<file path="src/rtl/mod_add_pipe_if.sv">
// mod_add_pipe_if: stream bundle for the pipelined modular adder.
//
// Handshake rule for both directions: a transfer happens on a rising clock
// edge where the producer's valid and the consumer's ready are both 1. A
// producer holding valid=1 keeps its data stable until that transfer.
//
// Input side : valid_i, ready_o, a_i, b_i, q_i
// Output side: valid_o, ready_i, c_o, err_o
//
// Modports:
//   slave  - the adder (consumes operands, produces results)
//   master - the environment (produces operands, consumes results)
interface mod_add_pipe_if #(
  parameter int QW = 23,
  parameter int AW = 24
);
  logic          valid_i;
  logic          ready_o;
  logic [AW-1:0] a_i;
  logic [AW-1:0] b_i;
  logic [QW-1:0] q_i;
  logic          valid_o;
  logic          ready_i;
  logic [QW-1:0] c_o;
  logic          err_o;

  modport slave (
    input  valid_i, a_i, b_i, q_i, ready_i,
    output ready_o, valid_o, c_o, err_o
  );

  modport master (
    output valid_i, a_i, b_i, q_i, ready_i,
    input  ready_o, valid_o, c_o, err_o
  );
endinterface

</file>
<file path="src/rtl/mod_add_pipe.sv">
// mod_add_pipe: two-stage pipelined modular adder, c = (a + b) mod q.
// Sum leg of the NTT butterfly datapath.
//
// Ports:
//   clk_i  - clock, rising-edge
//   rst_i  - synchronous active-high reset
//   bus    - mod_add_pipe_if.slave: operand stream in (valid_i/ready_o,
//            a_i, b_i, q_i) and result stream out (valid_o/ready_i, c_o,
//            err_o). err_o flags a result whose a or b was >= its q.
//
// Stage 1 registers the widened sum, the modulus and the range flag.
// Stage 2 does a single conditional subtraction of q. Both stages advance
// together whenever the output register is empty or being drained, so the
// whole pipe stalls as one and ready_o is that advance condition.
// AW must equal QW+1.
module mod_add_pipe #(
  parameter int QW = 23,
  parameter int AW = 24
) (
  input  logic           clk_i,
  input  logic           rst_i,
  mod_add_pipe_if.slave  bus
);

  logic          adv;
  logic          v1;
  logic [AW:0]   s1;
  logic [QW-1:0] q1;
  logic          e1;
  logic          v2;
  logic [QW-1:0] c_q;
  logic          err_q;
  logic [AW+1:0] d;
  logic [AW-1:0] q_ext;
  logic          unused_d_hi;

  assign adv = ~v2 | bus.ready_i;

  assign bus.ready_o = adv;
  assign bus.valid_o = v2;
  assign bus.c_o     = c_q;
  assign bus.err_o   = err_q;

  assign q_ext = {{(AW-QW){1'b0}}, bus.q_i};

  // Signed difference s1 - q1 with one extra bit so the MSB is the sign.
  assign d = {1'b0, s1} - {{(AW+2-QW){1'b0}}, q1};

  // Only the sign and the low QW bits of d feed the result.
  assign unused_d_hi = ^d[AW:QW];

  // Stage 1: capture operands. Data registers update on bubbles too; v1
  // marks whether they carry a real transaction.
  always_ff @(posedge clk_i) begin
    if (rst_i) begin
      v1 <= 1'b0;
      s1 <= '0;
      q1 <= '0;
      e1 <= 1'b0;
    end else if (adv) begin
      v1 <= bus.valid_i;
      s1 <= {1'b0, bus.a_i} + {1'b0, bus.b_i};
      q1 <= bus.q_i;
      e1 <= (bus.a_i >= q_ext) | (bus.b_i >= q_ext);
    end
  end

  // Stage 2: one conditional subtraction. For in-range operands the sum
  // is below 2q, so a single subtraction fully reduces it.
  always_ff @(posedge clk_i) begin
    if (rst_i) begin
      v2    <= 1'b0;
      c_q   <= '0;
      err_q <= 1'b0;
    end else if (adv) begin
      v2    <= v1;
      c_q   <= d[AW+1] ? s1[QW-1:0] : d[QW-1:0];
      err_q <= e1;
    end
  end

endmodule

</file>
<file path="src/flat_wrapper.sv">
// flat-port wrapper written by rule: the top's interface ports become plain ports
module mod_add_pipe_flat 
#(
  parameter int QW = 23,
  parameter int AW = 24
)
  (clk_i, rst_i, bus_valid_i, bus_a_i, bus_b_i, bus_q_i, bus_ready_i, bus_ready_o, bus_valid_o, bus_c_o, bus_err_o);
  mod_add_pipe_if #(.QW(QW), .AW(AW)) bus_i ();
  input  logic clk_i;
  input  logic rst_i;
  input wire logic [$bits(bus_i.valid_i)-1:0] bus_valid_i;
  input wire logic [$bits(bus_i.a_i)-1:0] bus_a_i;
  input wire logic [$bits(bus_i.b_i)-1:0] bus_b_i;
  input wire logic [$bits(bus_i.q_i)-1:0] bus_q_i;
  input wire logic [$bits(bus_i.ready_i)-1:0] bus_ready_i;
  output wire logic [$bits(bus_i.ready_o)-1:0] bus_ready_o;
  output wire logic [$bits(bus_i.valid_o)-1:0] bus_valid_o;
  output wire logic [$bits(bus_i.c_o)-1:0] bus_c_o;
  output wire logic [$bits(bus_i.err_o)-1:0] bus_err_o;
  assign bus_i.valid_i = bus_valid_i;
  assign bus_i.a_i = bus_a_i;
  assign bus_i.b_i = bus_b_i;
  assign bus_i.q_i = bus_q_i;
  assign bus_i.ready_i = bus_ready_i;
  assign bus_ready_o = bus_i.ready_o;
  assign bus_valid_o = bus_i.valid_o;
  assign bus_c_o = bus_i.c_o;
  assign bus_err_o = bus_i.err_o;
  mod_add_pipe #(.QW(QW), .AW(AW)) u_core (.clk_i(clk_i), .rst_i(rst_i), .bus(bus_i));
endmodule
</file>
<file path="config.mk">
export PLATFORM = sky130hd
export DESIGN_NAME = mod_add_pipe_flat
export DESIGN_NICKNAME = d
export VERILOG_FILES = /design/src/rtl/mod_add_pipe_if.sv /design/src/rtl/mod_add_pipe.sv /design/src/flat_wrapper.sv
export SDC_FILE = /design/constraint.sdc
export NUM_CORES = 1
export LEC_CHECK = 0
export ABC_AREA = 1
export BUFFER_PORTS_ARGS = -buffer_cell sky130_fd_sc_hd__buf_2
export CELL_PAD_IN_SITES_DETAIL_PLACEMENT = 1
export CELL_PAD_IN_SITES_GLOBAL_PLACEMENT = 2
export CORE_ASPECT_RATIO = 1.1
export CORE_UTILIZATION = 34
export DETAILED_ROUTE_END_ITERATION = 8
export PLACE_DENSITY = 0.94
export SYNTH_ARGS = -nofsm -noshare
export SYNTH_HDL_FRONTEND = slang
export SYNTH_SLANG_ARGS = --single-unit
</file>
<file path="constraint.sdc">
create_clock -name clk_i -period 4.7 [get_ports clk_i]
set_clock_uncertainty 0.15 [all_clocks]
set_input_delay 0.94 -clock clk_i [delete_from_list [all_inputs] [get_ports clk_i]]
set_output_delay 0.94 -clock clk_i [all_outputs]
set_load 0.03 [all_outputs]
</file>
==> metrics, run 1 <==
maximum clock path buffer count=2; DRT Pass-1 Iters=4; register area=0.001501 mm2; DRC viols=0; initial antenna violation count=0; Unique masters post-synth=41; Multi-input gate area=0.004795 mm2; Final #Nets=1424; Leak=4.722 nW; YS warnings=0; Die ar.=0.02185 mm2; Logic pwr share=44.7%; DIE WIDTH=141.0 um; Max Cap Viol=0; Sink Count=75; Initial Util=34.91%; crit path capture type=flip-flop; gpl congestion=0.8976; fin. max-slew vios=0; most used cell along the critical path=nand2_1; post-synthesis area per instance=6.207 um2; Worst path max stage delay=0.49 ns; largest net degree at the start of global routing=78; main area contributors after synthesis=dfxtp_1 21%, ha_1 16%, nand2_1 15%, inv_1 11%, a21oi_1 6.6%; RSZ-0062 raised after global routing=false; Num CTS Buffers=9; Max Fanout on Critical Path=5; Antenna diodes=0; WS Path Type=in -> reg; FFs w/ async S/R, synth=0%; worst hold path type=reg -> reg; final setup margin=1.894 ns; Power Density=337.7 mW/mm2; Cell Chain, Critical Path=buf_2 > ha_1 > fa_1 > nand3_1 > nand2_1 > nand2_1 > nand2_1 > nand2_1 > nand2_1 > nand2_1 > nand2_1 > nand2_1 > nand2_1 > o21bai_1 > inv_1; Clock transition at path regs=0.06 ns; CTS tree=yes; register area share after synthesis=20.76%; Vert. Die Dim=155.0 um; Seq pwr share=27.8%; Worst Path Required=4.78 ns; initial DRC count=255; Final Critical Period=2.806 ns; GRT Total Usage=22.48%; ys flop type=dfxtp_1; Psw=1.183 mW; Final TNS setup=0 ns; worst-skew pair later-pin latency=0.34 ns; Mapped Cells=1165; worst slew pin tran=0.7763 ns; Tot Pwr=2.807 mW; Crit path arrival time=2.89 ns; first-pass GRT wire length=38840 um; clock root buffer=clkbuf_16; Hold Violations, Final=0; post_cts resized=0; post-DP HPWL=19180 um; Buffers on Ports=100; I/O pin count=101; Worst path slowest cell=fa_1; count leader, synth=nand2_1; Post-Route WL=23350 um; cts hold-fix bufs=0; Synth Register Bits=75; Post-synth top cells=297 x nand2_1, 212 x inv_1, 95 x a21oi_1, 93 x ha_1, 84 x o21ai_0; Post-synth EDFFs=0; Post-CTS Setup Bufs=0; # rows=55; Worst Setup Start Kind=primary input; Clock Power Share=27.4%; Cell Area, Synth=0.007231 mm2; status=finished, final reports clean; fillcell total=2796; sw frac=42.14%; drt wl/cell=15.13 um; Area growth, synth to finish=14.97%; area share of the largest cell type after synthesis=20.76%; via/cell ratio=4.934; DR vias=7613; worst IR drop on VDD=0.2270 mV; internal power=1.624 mW; core region area=0.02071 mm2; Setup WS pre-CTS=1.540 ns; H-tree depth=3; vias in the first global route=7952; global route total overflow=0; post-route ant nets=0; Final period util=59.70%; post-synth top area cell=dfxtp_1; fraction of layout cells with a size suffix above 1=11.69%; Highest Clock Rate=356.4 MHz; Synthesized Nets=1335; Slew Limit Headroom=48.25%; Setup violations, final=0
## power by group through the flow
stage          combinational [mW]  clock, mW  sequential (mW)
3_3_place_gp                 1.23          0            0.793
2_1_floorplan               0.815          0            0.877
4_1_cts                      1.27      0.786            0.783
3_5_place_dp                 1.26          0            0.795
6_report                     1.26      0.770            0.781
5_1_grt                      1.43      0.810            0.793
## final cells by class
class                      instances  share of cell area, %
inverter                         215                  9.768
timing repair buffer             103                  6.291
tap                              285                  4.290
clock inverter                     5                  1.039
clock buffer                      10                  2.875
sequential                        75                  18.06
multi-input combinational        850                  57.68
## cells by family (layout without fill, tap and decap cells)
family / count (synthesis) / after routing / synth area share (%)
compound gates: 224 / 224 / 17.13
xor+xnor: 19 / 19 / 2.301
fa+ha+maj: 95 / 95 / 16.65
buf+inv: 240 / 333 / 13.00
flops: 75 / 75 / 20.76
simple gates: 512 / 512 / 30.16
## cells in the final DEF (no fill, tap or decap), types with 16 or more instances in the layout
| cell type | count |
|---|---|
| nand2_1 | 297 |
| inv_1 | 211 |
| buf_2 | 100 |
| a21oi_1 | 95 |
| ha_1 | 93 |
| o21ai_0 | 84 |
| nor2_1 | 80 |
| nand3_1 | 76 |
| dfxtp_1 | 75 |
| o21bai_1 | 19 |
| nand4_1 | 18 |
| xor2_1 | 16 |
## layer usage
layer | part of all wire [%] | wire [um] | vias to the layer above | GRT usage (%)
li1 | - | - | 3921 | -
met1 | 47 | 10960 | 3546 | 27.96
met2 | 48 | 11230 | 108 | 39.92
met3 | 1.7 | 407 | 38 | 1.908
met4 | 3.2 | 751 | 0 | 9.006
met5 | 0 | 0 | - | 0
## path summary, 6_finish.rpt
| path | startpoint | endpoint | slack [ns] | cells after the start |
|---|---|---|---|---|
| hold / removal | u_core.q1[16] | u_core.q1[16] | 0.31 | 2 |
| hold reg to reg | u_core.q1[16] | u_core.q1[16] | 0.31 | 2 |
| setup reg to reg | u_core.q1[7] | u_core.bus.c_o[2] | 1.90 | 13 |
| setup / recovery | bus_b_i[0] | u_core.s1[16] | 1.89 | 15 |
## stage by stage
stage / cells / utilization (%) / area (um2) / hold slack [ns]
final: 1543 / 40.13 / 8313 / 0.3143
after global routing: 1543 / 40.13 / 8313 / 0.3369
after CTS: 1543 / 40.13 / 8313 / 0.3171
after detailed placement: 1528 / 38.56 / 7988 / 0.3079
after global placement: 1528 / 38.56 / 7988 / 0.2999
after floorplan: 1165 / - / 7231 / 0.2847
## worst max-delay path: cells and delay by family
| kind | cells | cell delay [ns] |
|---|---|---|
| AOI/OAI and AO/OA | 1 | 0.15 |
| and+or+nand+nor | 10 | 0.91 |
| adders and majority gates | 2 | 0.73 |
| buffers and inverters | 2 | 0.15 |
## flip-flops by register name, indices dropped and copies added (netlist names)
register	count
u_core.bus.c_o	23
u_core.bus.err_o	1
u_core.bus.valid_o	1
u_core.e1	1
u_core.q1	23
u_core.s1	25
u_core.v1	1
(Power assumes the default switching activity.)
==> inputs of run 2 (changes only) <==
--- a/config.mk
+++ b/config.mk
@@ -10,9 +10,9 @@
 export CELL_PAD_IN_SITES_DETAIL_PLACEMENT = 1
 export CELL_PAD_IN_SITES_GLOBAL_PLACEMENT = 2
 export CORE_ASPECT_RATIO = 1.1
-export CORE_UTILIZATION = 34
+export CORE_UTILIZATION = 31
 export DETAILED_ROUTE_END_ITERATION = 8
-export PLACE_DENSITY = 0.94
+export PLACE_DENSITY = 0.88
 export SYNTH_ARGS = -nofsm -noshare
 export SYNTH_HDL_FRONTEND = slang
 export SYNTH_SLANG_ARGS = --single-unit
==> constraint.sdc (replaced) <==
create_clock -name clk_i -period 2.65 [get_ports clk_i]
set_clock_uncertainty 0.15 [all_clocks]
set_input_delay 0.53 -clock clk_i [delete_from_list [all_inputs] [get_ports clk_i]]
set_output_delay 0.53 -clock clk_i [all_outputs]
set_load 0.03 [all_outputs]
==> metrics, run 2 (synthesized netlist as in run 1, its figures left out) <==
final instance area=0.008508 mm2; core region area=0.02286 mm2; max FFs per register=25; first-pass GRT wire length=39110 um; DIE WIDTH=147.6 um; worst slew pin tran=0.4150 ns; crit path capture type=flip-flop; initial antenna violation count=0; Post-CTS Setup Bufs=0; Leak=4.837 nW; most used cell along the critical path=nand2_1; global route total overflow=0; fillcell total=3070; Num CTS Buffers=9; register area=0.001501 mm2; Crit path arrival time=2.57 ns; maximum clock path buffer count=2; Worst path max stage delay=0.37 ns; Tot Pwr=4.932 mW; gpl congestion=0.9190; Hold Violations, Final=0; Cell Chain, Critical Path=inv_1 > ha_1 > a21oi_1 > nand2_1 > nand2_1 > nand2_1 > a21oi_4 > nand2_4 > inv_6 > nand2_1 > nand3_1 > nand2_1 > inv_1; post-route ant nets=0; Multi-input gate area=0.004795 mm2; initial DRC count=265; WS Path Type=reg -> reg; post-DP HPWL=20760 um; Max Cap Viol=0; Highest Clock Rate=413.2 MHz; Final period util=91.33%; CTS tree=yes; clock root buffer=clkbuf_16; Antenna diodes=0; sw frac=43.81%; DR vias=7669; Sink Count=75; vias in the first global route=7941; Placed Cells=1570; Post-Route WL=24440 um; fraction of layout cells with a size suffix above 1=13.61%; Worst path slowest cell=ha_1; # rows=58; internal power=2.771 mW; Area growth, synth to finish=17.67%; H-tree depth=3; via/cell ratio=4.835; RSZ-0062 raised after global routing=false; post_cts resized=0; number of cells on the worst reg-to-reg path=13; Hold Crit Depth=2; Vert. Die Dim=162.2 um; drt wl/cell=15.41 um; Clock Power Share=24.7%; critical path buffer and inverter count=3; status=finished, final reports clean; GRT Total Usage=20.78%; dpl cell area=0.008222 mm2; largest net degree at the start of global routing=73; DRC viols=0; Max Fanout on Critical Path=17; Logic pwr share=47.3%; largest register by flop count=u_core.s1; Clock transition at path regs=0.07 ns; Final Critical Period=2.420 ns; most common cell after layout, fill and taps aside=nand2_1; fin. max-slew vios=0; Worst Setup Start Kind=flip-flop; Min Hold Slack=0.2915 ns; worst-skew pair later-pin latency=0.35 ns; worst IR drop on VDD=0.2849 mV; Seq pwr share=28.0%; worst hold path type=in -> reg; Worst path top cell family by delay=simple AND/OR/NAND/NOR gates; Setup violations, final=0; Initial Util=31.63%; Power Density=579.7 mW/mm2; DRT Pass-1 Iters=4; Worst Path Required=2.80 ns; Die ar.=0.02394 mm2; cts hold-fix bufs=0; Layout Cells excl Fill=1586; Psw=2.161 mW; Final #Nets=1451; Slew Limit Headroom=72.04%; most frequent cells in the layout=297 x nand2_1, 211 x inv_1, 100 x buf_2, 95 x a21oi_1, 93 x ha_1; Buffers on Ports=100; WP depth=13; I/O pin count=101; Post-Route Utilization=37.22%
## run 2: worst register-to-register path, cell delays in order (launching register included)
cell     delay, ns
dfxtp_1       0.30
inv_1         0.05
ha_1          0.37
a21oi_1       0.26
nand2_1       0.14
nand2_1       0.07
nand2_1       0.09
a21oi_4       0.17
nand2_4       0.16
inv_6         0.20
nand2_1       0.08
nand3_1       0.22
nand2_1       0.08
inv_1         0.05
## run 2: power by group through the flow
stage / Sequential, mW / Clock [mW] / Combinational, mW
after floorplan: 1.56 / 0 / 1.45
after global placement: 1.41 / 0 / 2.30
after detailed placement: 1.41 / 0 / 2.34
after CTS: 1.39 / 1.24 / 2.36
after global routing: 1.40 / 1.28 / 2.63
final: 1.38 / 1.22 / 2.33
## run 2: final timing paths
| path | startpoint | endpoint | slack [ns] |
|---|---|---|---|
| min reg2reg | u_core.q1[10] | u_core.q1[10] | 0.31 |
| max | u_core.q1[12] | u_core.bus.c_o[2] | 0.23 |
| min | rst_i | u_core.bus.c_o[18] | 0.29 |
| max reg2reg | u_core.q1[12] | u_core.bus.c_o[2] | 0.23 |
## run 2: cell type report
class,instances,area share (%)
clock buffers,10,2.809
clock inverters,6,0.5588
inverters,215,9.544
multi-input cells,850,56.35
flip-flops and latches,75,17.65
well taps,300,4.412
repair buffers,130,8.676
## run 2: per-layer routing
metal  part of all wire (%)  vias up  wire, um  global-route usage (%)
li1                       -     3978         -                       -
met1                     47     3534     11450                   25.86
met2                     48      124     11770                   36.90
met3                    1.9       33       468                   1.770
met4                    3.1        0       746                   8.060
met5                      0        -         0                       0
## run 2: stage by stage
step	TNS [ns]	setup WS, ns
final	0	0.2298
after global routing	0	0.03928
after CTS	0	0.1873
after detailed placement	-0.1004	-0.09396
after global placement	-0.01583	-0.01559
after floorplan	0	0.3700
